File: src/rtl/bcd_convert_arbiter.sv
// -----------------------------------------------------------------------------
// bcd_convert_arbiter
//
// Shared, iterative binary-to-BCD converter. NREQ requesters compete for the
// engine through a round-robin arbiter. The engine converts one 8-bit unsigned
// operand into three BCD digits with the shift-and-add-3 method, one bit per
// clock, and then holds the result until the consumer takes it.
//
// Ports:
//   clk        in   system clock, rising edge
//   rst_n      in   asynchronous active-low reset
//   req_valid  in   [NREQ]     per-requester request valid
//   req_data   in   [NREQ*8]   packed operands, requester k at [8k+7:8k]
//   req_ready  out  [NREQ]     one-hot accept (combinational, IDLE only)
//   out_valid  out  result valid (registered)
//   out_ready  in   consumer accepts the result
//   out_bcd2   out  hundreds digit (registered)
//   out_bcd1   out  tens digit (registered)
//   out_bcd0   out  ones digit (registered)
//   out_id     out  [ID_W]     index of the requester owning the result
//   busy       out  high while converting or holding a result
// -----------------------------------------------------------------------------
module bcd_convert_arbiter #(
    parameter int NREQ = 2,
    parameter int ID_W = 3
) (
    input  logic                clk,
    input  logic                rst_n,
    input  logic [NREQ-1:0]     req_valid,
    input  logic [NREQ*8-1:0]   req_data,
    output logic [NREQ-1:0]     req_ready,
    output logic                out_valid,
    input  logic                out_ready,
    output logic [3:0]          out_bcd2,
    output logic [3:0]          out_bcd1,
    output logic [3:0]          out_bcd0,
    output logic [ID_W-1:0]     out_id,
    output logic                busy
);

    typedef enum logic [1:0] {
        S_IDLE = 2'd0,
        S_CONV = 2'd1,
        S_DONE = 2'd2
    } state_t;

    // Add 3 to a digit that would become >= 10 after the next doubling.
    function automatic logic [3:0] add3_digit(input logic [3:0] d);
        logic [3:0] r;
        if (d >= 4'd5) begin
            r = d + 4'd3;
        end else begin
            r = d;
        end
        return r;
    endfunction

    // One double-dabble step: adjust all digits, then shift {digits, bin}
    // left so the binary MSB enters the ones digit. The hundreds MSB that
    // falls off is always zero for 8-bit operands.
    function automatic logic [19:0] dd_step(input logic [11:0] dig,
                                            input logic [7:0]  bin);
        logic [11:0] adj;
        logic [19:0] cat;
        adj = {add3_digit(dig[11:8]), add3_digit(dig[7:4]), add3_digit(dig[3:0])};
        cat = {adj, bin};
        return {cat[18:0], 1'b0};
    endfunction

    state_t           state_q, state_d;
    logic [ID_W-1:0]  ptr_q,   ptr_d;
    logic [2:0]       cnt_q,   cnt_d;
    logic [7:0]       shift_q, shift_d;
    logic [11:0]      dig_q,   dig_d;
    logic [11:0]      res_q,   res_d;
    logic [ID_W-1:0]  id_q,    id_d;
    logic             valid_q, valid_d;
    logic             busy_q,  busy_d;

    logic             any_s;
    logic [ID_W-1:0]  win_s;
    logic [ID_W-1:0]  win_nxt_s;
    logic [7:0]       win_data_s;
    logic [19:0]      step_s;

    // Round-robin search: first valid index at or after ptr, modulo NREQ.
    always_comb begin
        int idx;
        int nxt;
        idx        = 0;
        nxt        = 0;
        any_s      = 1'b0;
        win_s      = '0;
        win_nxt_s  = '0;
        win_data_s = 8'd0;
        for (int i = 0; i < NREQ; i++) begin
            idx = int'(ptr_q) + i;
            idx = (idx >= NREQ) ? (idx - NREQ) : idx;
            if (!any_s && req_valid[idx]) begin
                any_s      = 1'b1;
                win_s      = ID_W'(idx);
                nxt        = (idx + 1 >= NREQ) ? 0 : idx + 1;
                win_nxt_s  = ID_W'(nxt);
                win_data_s = req_data[8*idx +: 8];
            end else begin
                any_s      = any_s;
            end
        end
    end

    // Next-state, datapath update and combinational grant.
    always_comb begin
        state_d   = state_q;
        ptr_d     = ptr_q;
        cnt_d     = cnt_q;
        shift_d   = shift_q;
        dig_d     = dig_q;
        res_d     = res_q;
        id_d      = id_q;
        valid_d   = valid_q;
        req_ready = '0;
        step_s    = dd_step(dig_q, shift_q);

        case (state_q)
            S_IDLE: begin
                if (any_s) begin
                    for (int k = 0; k < NREQ; k++) begin
                        req_ready[k] = (win_s == ID_W'(k));
                    end
                    // Grant is derived from req_valid, so a grant is a handshake.
                    shift_d = win_data_s;
                    dig_d   = 12'd0;
                    id_d    = win_s;
                    ptr_d   = win_nxt_s;
                    cnt_d   = 3'd0;
                    state_d = S_CONV;
                end else begin
                    state_d = S_IDLE;
                end
            end
            S_CONV: begin
                dig_d   = step_s[19:8];
                shift_d = step_s[7:0];
                cnt_d   = cnt_q + 3'd1;
                if (cnt_q == 3'd7) begin
                    // Result register only changes here so outputs stay
                    // stable through DONE, IDLE and the next conversion.
                    res_d   = step_s[19:8];
                    valid_d = 1'b1;
                    state_d = S_DONE;
                end else begin
                    state_d = S_CONV;
                end
            end
            S_DONE: begin
                if (out_ready) begin
                    valid_d = 1'b0;
                    state_d = S_IDLE;
                end else begin
                    state_d = S_DONE;
                end
            end
            default: begin
                valid_d = 1'b0;
                state_d = S_IDLE;
            end
        endcase

        busy_d = (state_d != S_IDLE);
    end

    // State and datapath registers.
    always_ff @(posedge clk or negedge rst_n) begin
        if (!rst_n) begin
            state_q <= S_IDLE;
            ptr_q   <= '0;
            cnt_q   <= 3'd0;
            shift_q <= 8'd0;
            dig_q   <= 12'd0;
            res_q   <= 12'd0;
            id_q    <= '0;
            valid_q <= 1'b0;
            busy_q  <= 1'b0;
        end else begin
            state_q <= state_d;
            ptr_q   <= ptr_d;
            cnt_q   <= cnt_d;
            shift_q <= shift_d;
            dig_q   <= dig_d;
            res_q   <= res_d;
            id_q    <= id_d;
            valid_q <= valid_d;
            busy_q  <= busy_d;
        end
    end

    assign out_valid = valid_q;
    assign out_bcd2  = res_q[11:8];
    assign out_bcd1  = res_q[7:4];
    assign out_bcd0  = res_q[3:0];
    assign out_id    = id_q;
    assign busy      = busy_q;

endmodule

File: config.mk
export PLATFORM = sky130hd
export DESIGN_NAME = bcd_convert_arbiter
export DESIGN_NICKNAME = d
export VERILOG_FILES = /design/src/rtl/bcd_convert_arbiter.sv
export SDC_FILE = /design/constraint.sdc
export NUM_CORES = 1
export LEC_CHECK = 0
export ABC_AREA = 1
export BUFFER_PORTS_ARGS = -buffer_cell sky130_fd_sc_hd__clkbuf_2
export CAP_MARGIN = 20
export CORE_MARGIN = 3
export CORE_UTILIZATION = 55
export CTS_CLUSTER_SIZE = 10
export DETAILED_ROUTE_END_ITERATION = 7
export GPL_TIMING_DRIVEN = 0
export PLACE_DENSITY_LB_ADDON = 0.3
export SLEW_MARGIN = 40
export SYNTH_ARGS = -nofsm -noshare
export SYNTH_HDL_FRONTEND = slang
export SYNTH_SLANG_ARGS = --single-unit
File: constraint.sdc
create_clock -name clk -period 4.7 [get_ports clk]
set_input_delay 0.235 -clock clk [delete_from_list [all_inputs] [get_ports clk]]
set_output_delay 0.235 -clock clk [all_outputs]
set_load 0.03 [all_outputs]
Word level (Yosys, flattened, before mapping)
Index checks and enable logic that the tools add are counted. W data, S select, Z words.

Logic and storage cells: 83. Register bits: 45. Output and inout port bits: 19. ROM bits: 0. Bits of input ports: 21. RAM bits: 0. Latch bits: 0. Memories kept: 0.

Add/subtract/negate cells: 9. Divide/modulo/power cells: 0. Shift-type cells: 2. Multiply operators: 0. Eq/ne operators: 7. Muxes and demuxes: 36. Bitwise gates (word level): 1. Order comparisons: 9. Reductions and logical operators: 10.

Operators with widths (count): $add A32 B2 Y32 const B (2); $ge A32 B3 Y1 const B (2); $lt A32 B3 Y1 const B (2); $mux W32 (2); $shiftx A16 B32 Y8 (2); $mux W3 (8); $mux W8 (3); $pmux W12 S2 (1); $pmux W8 S2 (1); $ge A4 B3 Y1 const B (3); $mux W12 (1); $mux W1 (11); $add A4 B2 Y4 const B (2); $mux W2 (4); $mux W4 (2); $ne A2 B2 Y1 const B (3); $pmux W2 S3 (1); $pmux W3 S2 (1); $reduce_and A2 Y1 (3); $sub A4 B2 Y5 const B (1); $add A3 B1 Y4 const B (1); $ge A4 B2 Y1 const B (1); $reduce_bool A2 Y1 (2); $sub A3 B2 Y4 const B (1); other kinds (14) (14).

Longest topological paths before layout
Gate-level depths: netlist of the first run.

Depth after elaboration: 12. Depth in mapped cells: 23. Gate-level depth less buffers: 23.

Worst setup path after synthesis of the first run
OpenSTA, ideal clock, no wires.

Path kind: reg-to-reg. From: register ptr_q[0]. To: register ptr_q[0]. Setup time: 0.117 ns. Cell stages (with the launch flop): 23. Slack: 0.639 ns. Period minus slack after synthesis: 4.061 ns. Path buffers: 2. Arrival time: 3.944 ns. Data required time: 4.583 ns. Path through: dfrtp_1 -> buf_6 -> clkinv_1 -> clkbuf_1 -> ha_1 -> ha_1 -> ha_1 -> nand2_4 -> nand2_2 -> nor3b_1 -> and3_1 -> nand2_1 -> ha_1 -> nor4_1 -> nand3b_1 -> nor2_1 -> nand3_1 -> nand2_1 -> inv_2 -> nand2_1 -> nand2_1 -> nand2_1 -> nand2_1.

Longest elaborated chain between the ends: 10. Elaborated cells on any way between the ends: 26. Those cells by class: add/sub: 5; order compare: 4; mux: 14; reduce/logical: 3.

RTL lines: start: declaration (RTL line 71) `logic [ID_W-1:0] ptr_q, ptr_d;`; start signal: assignment (RTL line 186) `ptr_q <= ptr_d;`; branches (longest 10 deep; another with $add A32 B2 Y32).

Parallel ways; which one is timed is not known. The select of a mux whose other input is x is not followed. A chain may end at the register's enable or synchronous reset.

Final worst setup path of the first run
Same ends and word-level chain as after synthesis.

==> flow_summary.toml, run 1 <==
[outcome]
status = "finished, final reports clean"

[worst_setup_path]
crit_family = "simple AND/OR/NAND/NOR gates"
reg2reg_slack_ns = 0.33
rr_endpoint = "ptr_q[0]"
timing.rr.start = "ptr_q[0]"
slowest_stage = "dfrtp_1"
crit_fanout = 12
critical_path.endpoint_type = "flop"
crit_arrival_ns = 4.58
reg2regPathDepth = 22
path_common_cell = "nand2_1"
startpoint_type = "flop"
critical_path_required_ns = 4.91
crit_type = "flop to flop"
critPathMaxStageDelay_ns = 0.52
path_cells = "buf_6 > clkinv_1 > clkbuf_1 > ha_1 > ha_1 > ha_1 > nand2_4 > nand2_2 > nor3b_4 > and3_1 > nand2_1 > ha_1 > nor4_1 > nand3b_1 > nor2_1 > nand3_1 > nand2_1 > inv_2 > nand2_1 > nand2_1 > nand2_1 > nand2_1"
crit_buf_inv = 4

[route]
drt_pass1_iterations = 4
routedWlPerCell_um = 12.4
ant_nets = 0
dr_total_vias = 2589
drcViolationCount = 0
wl_um = 6110
drt_iter0_markers = 128
viasPerCell = 5.26

[floorplan]
core_area_um2 = 5240
dieHeight_um = 80.4
row_count = 26
start_util_pct = 58.2
io_pins = 40
die_area_um2 = 6470
die_x_um = 80.4

[synthesis]
synth.distinct_cells = 40
synth_edf_count = 0
syn_nets = 424
syn-instance-count = 374
ys_ff_latch = 45
ys_warn_count = 0
avgSynthCellArea_um2 = 8.15
synthArstFlopShare_pct = 100
netlist_area_um2 = 3050
yosysSeqAreaShare_pct = 36.9
synthFlopType = "dfrtp_1"

[job]
cap_violations = 0

[cells_and_area]
instances_no_fill = 492
antenna_cells = 0
syn2layout_area_growth_pct = 13.0
fin_nets = 471
utilization_pct = 65.8
layout-drive-gt1-share_pct = 19.2
fill_cells = 439

[power_and_ir_drop]
power.switching_mw = 1.45
switching_share_pct = 52.2
p_int_mw = 1.33
ir_drop_mv = 0.421
combPwrFrac_pct = 66.5
power.total_mw = 2.77
clkPwrFrac_pct = 8.7
power.share.sequential_pct = 24.8
power_per_cell_area_nw_per_um2 = 805
leakagePower_nw = 1.77

[timing]
finalSetupViolations = 0
clock.fmax_ghz = 0.229
fin_crit_sh_pct = 93.1
slew_viol_final = 0
clock_skew_ns = 0.00730
fin_crit_ns = 4.37
tightest_slew_ns = 0.588
relSlewSlack_pct = 60.8
hold_violations = 0

[place]
post-dp-hpwl_um = 4730
port_buffers = 39
place.gp.congestion = 0.830
dp.cells = 483

[clocking]
clkSinkCount = 45
clk_latency_ns = 0.31
cts_tree = "yes"
cts_setup_buffers = 0
cts.clk_slew.worst_paths_ns = 0.09
cts_buffers = 5
clk_path_buf_depth = 2
htreeDepth = 2
root_buffer = "clkbuf_8"

[global_routing]
grt.total_usage_pct = 20.6
grt_pass1_wl_um = 10600
grt_pass1_vias = 2392
grt_start_max_net_pins = 46
grt_overflow = 0
grt_antenna_before_repair = 0

[hold_path]
holdCritPathClass = "input pin to flop"
hold_end = "busy"
hp-start = "out_ready"
hold_depth = 4
[what timing repair did]
item                                    in CTS  in global routing
resized for setup                            1                  1
endpoints found under the setup margin       1                  3
pin swaps                                    0                  0
gates cloned                                 0                  0
hold buffers                                 1                  0
hold endpoints to repair                    45                  0
[registers in the layout, summed over array words and instances (netlist names), 2 cells and up]
name,cells
cnt_q,3
state_q,2
shift_q,8
out_id,3
dig_q,12
res_q,12
ptr_q,3
[cell usage after synthesis (2+ instances only)]
cell	number	share of area [%]
o21ai_0	31	5.1
inv_1	53	6.5
nor3b_1	2	0.49
xor2_1	3	0.86
a22o_1	2	0.57
o21ai_2	2	0.57
ha_1	29	12
nand2_2	7	1.4
inv_2	7	0.86
nand2_4	4	1.5
and3_1	3	0.62
nand3_1	15	2.5
nor2_1	12	1.5
a21oi_1	3	0.49
nor3_1	3	0.49
a31oi_1	7	1.4
a211oi_1	2	0.49
o22ai_1	21	4.3
nand4_1	7	1.4
clkbuf_1	8	0.99
dfrtp_1	45	37
xor2_2	3	1.6
o211ai_1	7	1.7
nor3_4	2	1.1
nand2_1	81	10
[power groups by stage]
stage / clock network (mW) / registers (mW) / logic [mW]
after floorplan: 0 / 0.791 / 1.32
final: 0.242 / 0.689 / 1.84
after global routing: 0.264 / 0.715 / 2.11
after global placement: 0 / 0.687 / 1.75
after CTS: 0.248 / 0.688 / 1.83
after detailed placement: 0 / 0.695 / 1.82
[routing by layer]
metal	GRT usage [%]	share of wire, %	vias up
met2	32.7	45	62
met1	28.6	48	1167
li1	-	-	1351
met3	3.59	5.2	9
met5	0	0	-
met4	6.59	1.5	0
[how the worst max path moves through the flow]
stage,end,slack (ns),start,cells past startpoint
after floorplan,ptr_q[0],0.64,ptr_q[0],22
after global placement,ptr_q[0],0.07,ptr_q[0],22
after detailed placement,ptr_q[0],-0.05,ptr_q[0],22
after CTS,ptr_q[0],0.23,ptr_q[0],22
after global routing,ptr_q[0],-0.004,ptr_q[0],22
final,ptr_q[0],0.33,ptr_q[0],22
[layout by cell type, fill, tap and decap left out, types with 8 or more instances in the layout]
cell and n:
nand2_1 81, inv_1 53, dfrtp_1 45, clkbuf_2 38, o21ai_0 31, ha_1 29
o22ai_1 21, nand3_1 15, nor2_1 12, clkbuf_1 8
[through the flow]
step	hold slack (ns)	TNS (ns)	setup slack, ns	cell area, µm²
finish	0.210	0	0.325	3440
global route	0.248	-0.00443	-0.00443	3440
CTS	0.200	0	0.233	3440
detailed placement	0.297	-0.0503	-0.0503	3330
global placement	0.464	0	0.0733	3330
floorplan	-0.0606	0	0.639	3050
[kinds of logic (layout without fill, tap and decap cells)]
kind of cell    after synthesis  after routing  share of synthesized area (%)
simple gates                142            142                           22.9
xor+xnor                      6              6                           2.46
compound gates               81             81                           16.8
fa+ha+maj                    29             29                           11.9
buf+inv                      71            119                           8.99
flops                        45             45                           36.9
[final cells by class]
cell class	instances	area (µm²)	share of cell area, %
Clock buffer	5	68.8	2.00
Multi-Input combinational cell	258	1660	48.2
Timing Repair Buffer	40	208	6.03
Buffer	10	45.0	1.31
Inverter	61	229	6.65
Tap cell	70	87.6	2.54
Sequential cell	45	1130	32.7
Clock inverter	3	21.3	0.618
[worst reg2reg max path: cells and delay by family, from the launching register on]
kind	cells	cell delay [ns]
flip-flops	1	0.52
AND/OR/NAND/NOR	14	1.86
buffers and inverters	4	0.79
adder cells (fa/ha/maj)	4	1.11
Note: power is estimated with default switching activity, not from simulation.
==> run 2: changes to the inputs <==
--- a/config.mk
+++ b/config.mk
@@ -6,12 +6,12 @@
 export NUM_CORES = 1
 export LEC_CHECK = 0
 export ABC_AREA = 1
-export BUFFER_PORTS_ARGS = -buffer_cell sky130_fd_sc_hd__clkbuf_2
 export CAP_MARGIN = 20
 export CORE_MARGIN = 3
 export CORE_UTILIZATION = 55
 export CTS_CLUSTER_SIZE = 10
 export DETAILED_ROUTE_END_ITERATION = 7
+export DONT_BUFFER_PORTS = 1
 export GPL_TIMING_DRIVEN = 0
 export PLACE_DENSITY_LB_ADDON = 0.3
 export SLEW_MARGIN = 40
==> flow_summary.toml, run 2 (synthesized netlist as in run 1, its figures left out) <==
[route]
viasPerCell = 5.52
wl_um = 6250
drt_pass1_iterations = 4
dr_total_vias = 2507
ant_nets = 0
routedWlPerCell_um = 13.8
drcViolationCount = 0
drt_iter0_markers = 182

[cells_and_area]
antenna_cells = 0
final_common_cell = "nand2_1"
instances_no_fill = 454
final_cell_mix = "81 x nand2_1, 53 x inv_1, 44 x dfrtp_1"
final_cell_area_um2 = 3310
syn2layout_area_growth_pct = 8.54
reg.largest.list = "dig_q x12, res_q x12, shift_q x8"
fin_nets = 433
utilization_pct = 63.2
layout-drive-gt1-share_pct = 11.7

[floorplan]
start_util_pct = 58.2
row_count = 26
die_area_um2 = 6470
core_area_um2 = 5240
dieHeight_um = 80.4
die_x_um = 80.4
io_pins = 40

[worst_setup_path]
crit_type = "flop to flop"
critical_path_required_ns = 4.89
critical_path.endpoint_type = "flop"
crit_arrival_ns = 4.38
crit_fanout = 12
startpoint_type = "flop"

[clocking]
clk_latency_ns = 0.30
cts.clk_slew.worst_paths_ns = 0.08
root_buffer = "clkbuf_8"
clkSinkCount = 45
cts_buffers = 5
cts_tree = "yes"
htreeDepth = 2
clk_path_buf_depth = 2

[global_routing]
grt.total_usage_pct = 21.5
grt_pass1_vias = 2465
grt_pass1_wl_um = 11000
grt_start_max_net_pins = 46
grt_overflow = 0
grt_antenna_before_repair = 0

[place]
place.gp.congestion = 0.849
port_buffers = 0
dp.cells = 444
post-dp-hpwl_um = 4820
pre_cts_ws_ns = -0.0317
placed_area_um2 = 3140

[timing]
slew_viol_final = 0
fin_tns_setup_ns = 0
clock_skew_ns = 0.00658
clock.fmax_ghz = 0.239
fin_crit_sh_pct = 89.1
rsz0062_at_grt = "false"
fin_crit_ns = 4.19
finalSetupViolations = 0
worst_slack_ns = 0.513
tightest_slew_ns = 0.564
relSlewSlack_pct = 62.3
hold_violations = 0

[power_and_ir_drop]
ir_drop_mv = 0.345
leakagePower_nw = 1.63
power_per_cell_area_nw_per_um2 = 836

[outcome]
status = "finished, final reports clean"

[job]
cap_violations = 0

[hold_path]
holdCritPathClass = "input pin to flop"
-- run 2: power by group --
group,switching (mW),leakage [nW],internal (mW),total [mW]
Sequential,0.250,0.558,0.569,0.819
Clock,0.124,0.0585,0.173,0.297
Combinational,1.05,1.01,0.603,1.65
Total,1.42,1.63,1.34,2.77
-- run 2: per-stage QoR --
step / total power, mW / hold WS [ns]
after CTS: 2.77 / 0.120
after floorplan: 2.11 / -0.0606
after global routing: 3.07 / 0.145
final: 2.77 / 0.135
after global placement: 2.37 / -0.0594
after detailed placement: 2.44 / -0.0594
-- run 2: final timing paths --
check | from | endpoint | slack (ns) | depth (start not counted)
min in group asynchronous | rst_n | state_q[1] | 0.45 | 2
setup / recovery | ptr_q[0] | ptr_q[0] | 0.51 | 22
setup reg to reg | ptr_q[0] | ptr_q[0] | 0.51 | 22
hold / removal | out_ready | busy | 0.13 | 3
max in group asynchronous | rst_n | ptr_q[0] | 4.04 | 2
hold reg to reg | cnt_q[0] | cnt_q[0] | 0.50 | 1
-- run 2: timing repair --
item	CTS	global route
setup endpoints to repair	1	3
hold endpoints to repair	45	0
setup buffers	0	0
hold buffers	2	0
gates resized for setup	1	4
-- run 2: layout make-up --
class	instances	area [µm²]
Tap cell	70	87.6
Clock inverter	1	30.0
Clock buffer	7	86.3
Multi-Input combinational cell	258	1660
Timing Repair Buffer	2	37.5
Sequential cell	45	1130
Buffer	10	46.3
Fill cell	459	1930
Inverter	61	229
-- run 2: worst max-delay path: stages (launching register included) --
cell      delay, ns
dfrtp_2        0.47
buf_6          0.18
clkinv_1       0.21
clkbuf_2       0.29
ha_1           0.38
ha_1           0.21
ha_1           0.25
nand2_4        0.12
nand2_2        0.09
nor3b_4        0.33
and3_1         0.30
nand2_1        0.11
ha_1           0.19
nor4_1         0.26
nand3b_1       0.14
nor2_1         0.10
nand3_1        0.08
nand2_1        0.08
inv_2          0.04
nand2_1        0.07
nand2_1        0.05
nand2_1        0.06
nand2_1        0.04
-- run 2: layer usage --
layer	vias to the layer above	wire length, µm	track usage [%]
met4	0	55	5.57
met2	75	2910	34.4
li1	1268	-	-
met1	1157	2860	29.7
met3	7	425	4.60
met5	-	0	0
==> run 3: changes to the inputs <==
--- a/config.mk
+++ b/config.mk
@@ -8,11 +8,10 @@
 export ABC_AREA = 1
 export CAP_MARGIN = 20
 export CORE_MARGIN = 3
-export CORE_UTILIZATION = 55
+export CORE_UTILIZATION = 35
 export CTS_CLUSTER_SIZE = 10
 export DETAILED_ROUTE_END_ITERATION = 7
 export DONT_BUFFER_PORTS = 1
-export GPL_TIMING_DRIVEN = 0
 export PLACE_DENSITY_LB_ADDON = 0.3
 export SLEW_MARGIN = 40
 export SYNTH_ARGS = -nofsm -noshare
==> constraint.sdc (replaced) <==
create_clock -name clk -period 4.1 [get_ports clk]
set_input_delay 0.205 -clock clk [delete_from_list [all_inputs] [get_ports clk]]
set_output_delay 0.205 -clock clk [all_outputs]
set_load 0.03 [all_outputs]
==> flow_summary.toml, run 3 (synthesized netlist as in run 1, its figures left out) <==
[power_and_ir_drop]
switching_share_pct = 51.4
combPwrFrac_pct = 59.5
ir_drop_mv = 0.520
power_per_cell_area_nw_per_um2 = 944
leakagePower_nw = 1.63
power.switching_mw = 1.61
power.total_mw = 3.13
p_int_mw = 1.52
power.share.sequential_pct = 29.9
clkPwrFrac_pct = 10.6

[worst_setup_path]
slowest_stage = "dfrtp_1"
crit_type = "flop to flop"
startpoint_type = "flop"
reg2regPathDepth = 21
critical_path.endpoint_type = "flop"
crit_fanout = 9
critPathMaxStageDelay_ns = 0.54
crit_buf_inv = 3
cp.depth = 21
rr_endpoint = "ptr_q[0]"
timing.rr.start = "ptr_q[0]"
cp-startpoint = "ptr_q[0]"
path_cells = "clkinv_1 > ha_1 > ha_1 > ha_1 > nand2_4 > nand2_2 > nor3b_1 > buf_4 > and3_1 > nand2_1 > ha_1 > nor4_1 > nand3b_1 > nor2_1 > nand3_1 > nand2_1 > inv_2 > nand2_1 > nand2_1 > nand2_1 > nand2_1"
path_common_cell = "nand2_1"
reg2reg_slack_ns = 0.48
crit_end = "ptr_q[0]"
critical_path_required_ns = 4.30
crit_arrival_ns = 3.82
crit_family = "simple AND/OR/NAND/NOR gates"

[clocking]
cts.clk_slew.worst_paths_ns = 0.08
clk_path_buf_depth = 2
cts_tree = "yes"
htreeDepth = 2
root_buffer = "clkbuf_8"
cts_buffers = 5
clkSinkCount = 45
clk_latency_ns = 0.30

[timing]
hold_violations = 0
clock_skew_ns = 0.00550
fin_tns_setup_ns = 0
clock.fmax_ghz = 0.276
relSlewSlack_pct = 50.3
fin_crit_sh_pct = 88.4
tightest_slew_ns = 0.744
finalSetupViolations = 0
rsz0062_at_grt = "false"
slew_viol_final = 0
fin_crit_ns = 3.62

[global_routing]
grt_start_max_net_pins = 46
grt_pass1_wl_um = 11000
grt_antenna_before_repair = 0
grt_pass1_vias = 2341
grt.total_usage_pct = 13.5
grt_overflow = 0

[place]
dp.cells = 474
port_buffers = 0
placed_area_um2 = 3170
place.gp.congestion = 0.833
post-dp-hpwl_um = 4730

[cells_and_area]
utilization_pct = 39.8
instances_no_fill = 483
antenna_cells = 0
final_cell_area_um2 = 3320
fin_nets = 428
final_cell_mix = "81 x nand2_1, 53 x inv_1, 45 x dfrtp_1"
layout-drive-gt1-share_pct = 11.9
final_common_cell = "nand2_1"
syn2layout_area_growth_pct = 8.83
reg.largest.list = "dig_q x12, res_q x12, shift_q x8"

[route]
ant_nets = 0
dr_total_vias = 2406
wl_um = 6170
viasPerCell = 4.98
drt_pass1_iterations = 4
drcViolationCount = 0
drt_iter0_markers = 62
routedWlPerCell_um = 12.8

[floorplan]
row_count = 33
io_pins = 40
start_util_pct = 36.5
die_x_um = 99.3
die_area_um2 = 9860
dieHeight_um = 99.3
core_area_um2 = 8340

[hold_path]
holdCritPathClass = "input pin to flop"

[outcome]
status = "finished, final reports clean"

[job]
cap_violations = 0
run 3: worst register-to-register path: cells and delay by family (launching register included):
family / cells / cell delay, ns
flops: 1 / 0.54
simple gates: 14 / 1.59
buf+inv: 3 / 0.37
fa+ha+maj: 4 / 1.03
run 3: power by group through the flow:
stage / Combinational [mW] / Clock [mW] / Sequential (mW)
global placement: 1.82 / 0 / 0.945
global route: 2.16 / 0.360 / 0.973
floorplan: 1.52 / 0 / 0.906
CTS: 1.89 / 0.347 / 0.941
finish: 1.86 / 0.332 / 0.937
detailed placement: 1.87 / 0 / 0.949
run 3: layout make-up:
class | instances | area (µm²)
well taps | 105 | 131
flip-flops and latches | 45 | 1130
repair buffers | 7 | 75.1
multi-input cells | 258 | 1650
clock buffers | 5 | 68.8
inverters | 61 | 229
fillers | 862 | 5020
clock inverters | 2 | 38.8
run 3: how the worst min path moves through the flow:
stage	cells past startpoint	endpoint	slack [ns]	startpoint
after floorplan	0	busy	-0.09	rst_n
after global placement	0	res_q[4]	-0.09	rst_n
after detailed placement	0	res_q[3]	-0.09	rst_n
after CTS	3	state_q[1]	0.08	out_ready
after global routing	3	state_q[1]	0.09	out_ready
final	3	state_q[1]	0.09	out_ready
run 3: timing repair:
| item | in CTS | in global routing |
|---|---|---|
| hold endpoints to repair | 45 | 0 |
| gates resized for setup | 0 | 0 |
| hold buffers | 2 | 0 |
| buffers inserted | 0 | 0 |
run 3: metrics by stage:
step / setup slack (ns) / hold slack (ns)
floorplan: 0.0391 / -0.0906
global placement: 0.635 / -0.0897
detailed placement: 0.487 / -0.0896
CTS: 0.464 / 0.0761
global route: 0.163 / 0.0863
finish: 0.478 / 0.0873
run 3: routing by layer:
metal	routed length, µm	GRT usage, %	up-vias	part of all wire, %
li1	-	-	1257	-
met1	3070	17.9	1095	50
met2	2730	21.5	46	44
met3	295	3.79	8	4.8
met4	82	4.10	0	1.3
met5	0	0	-	0
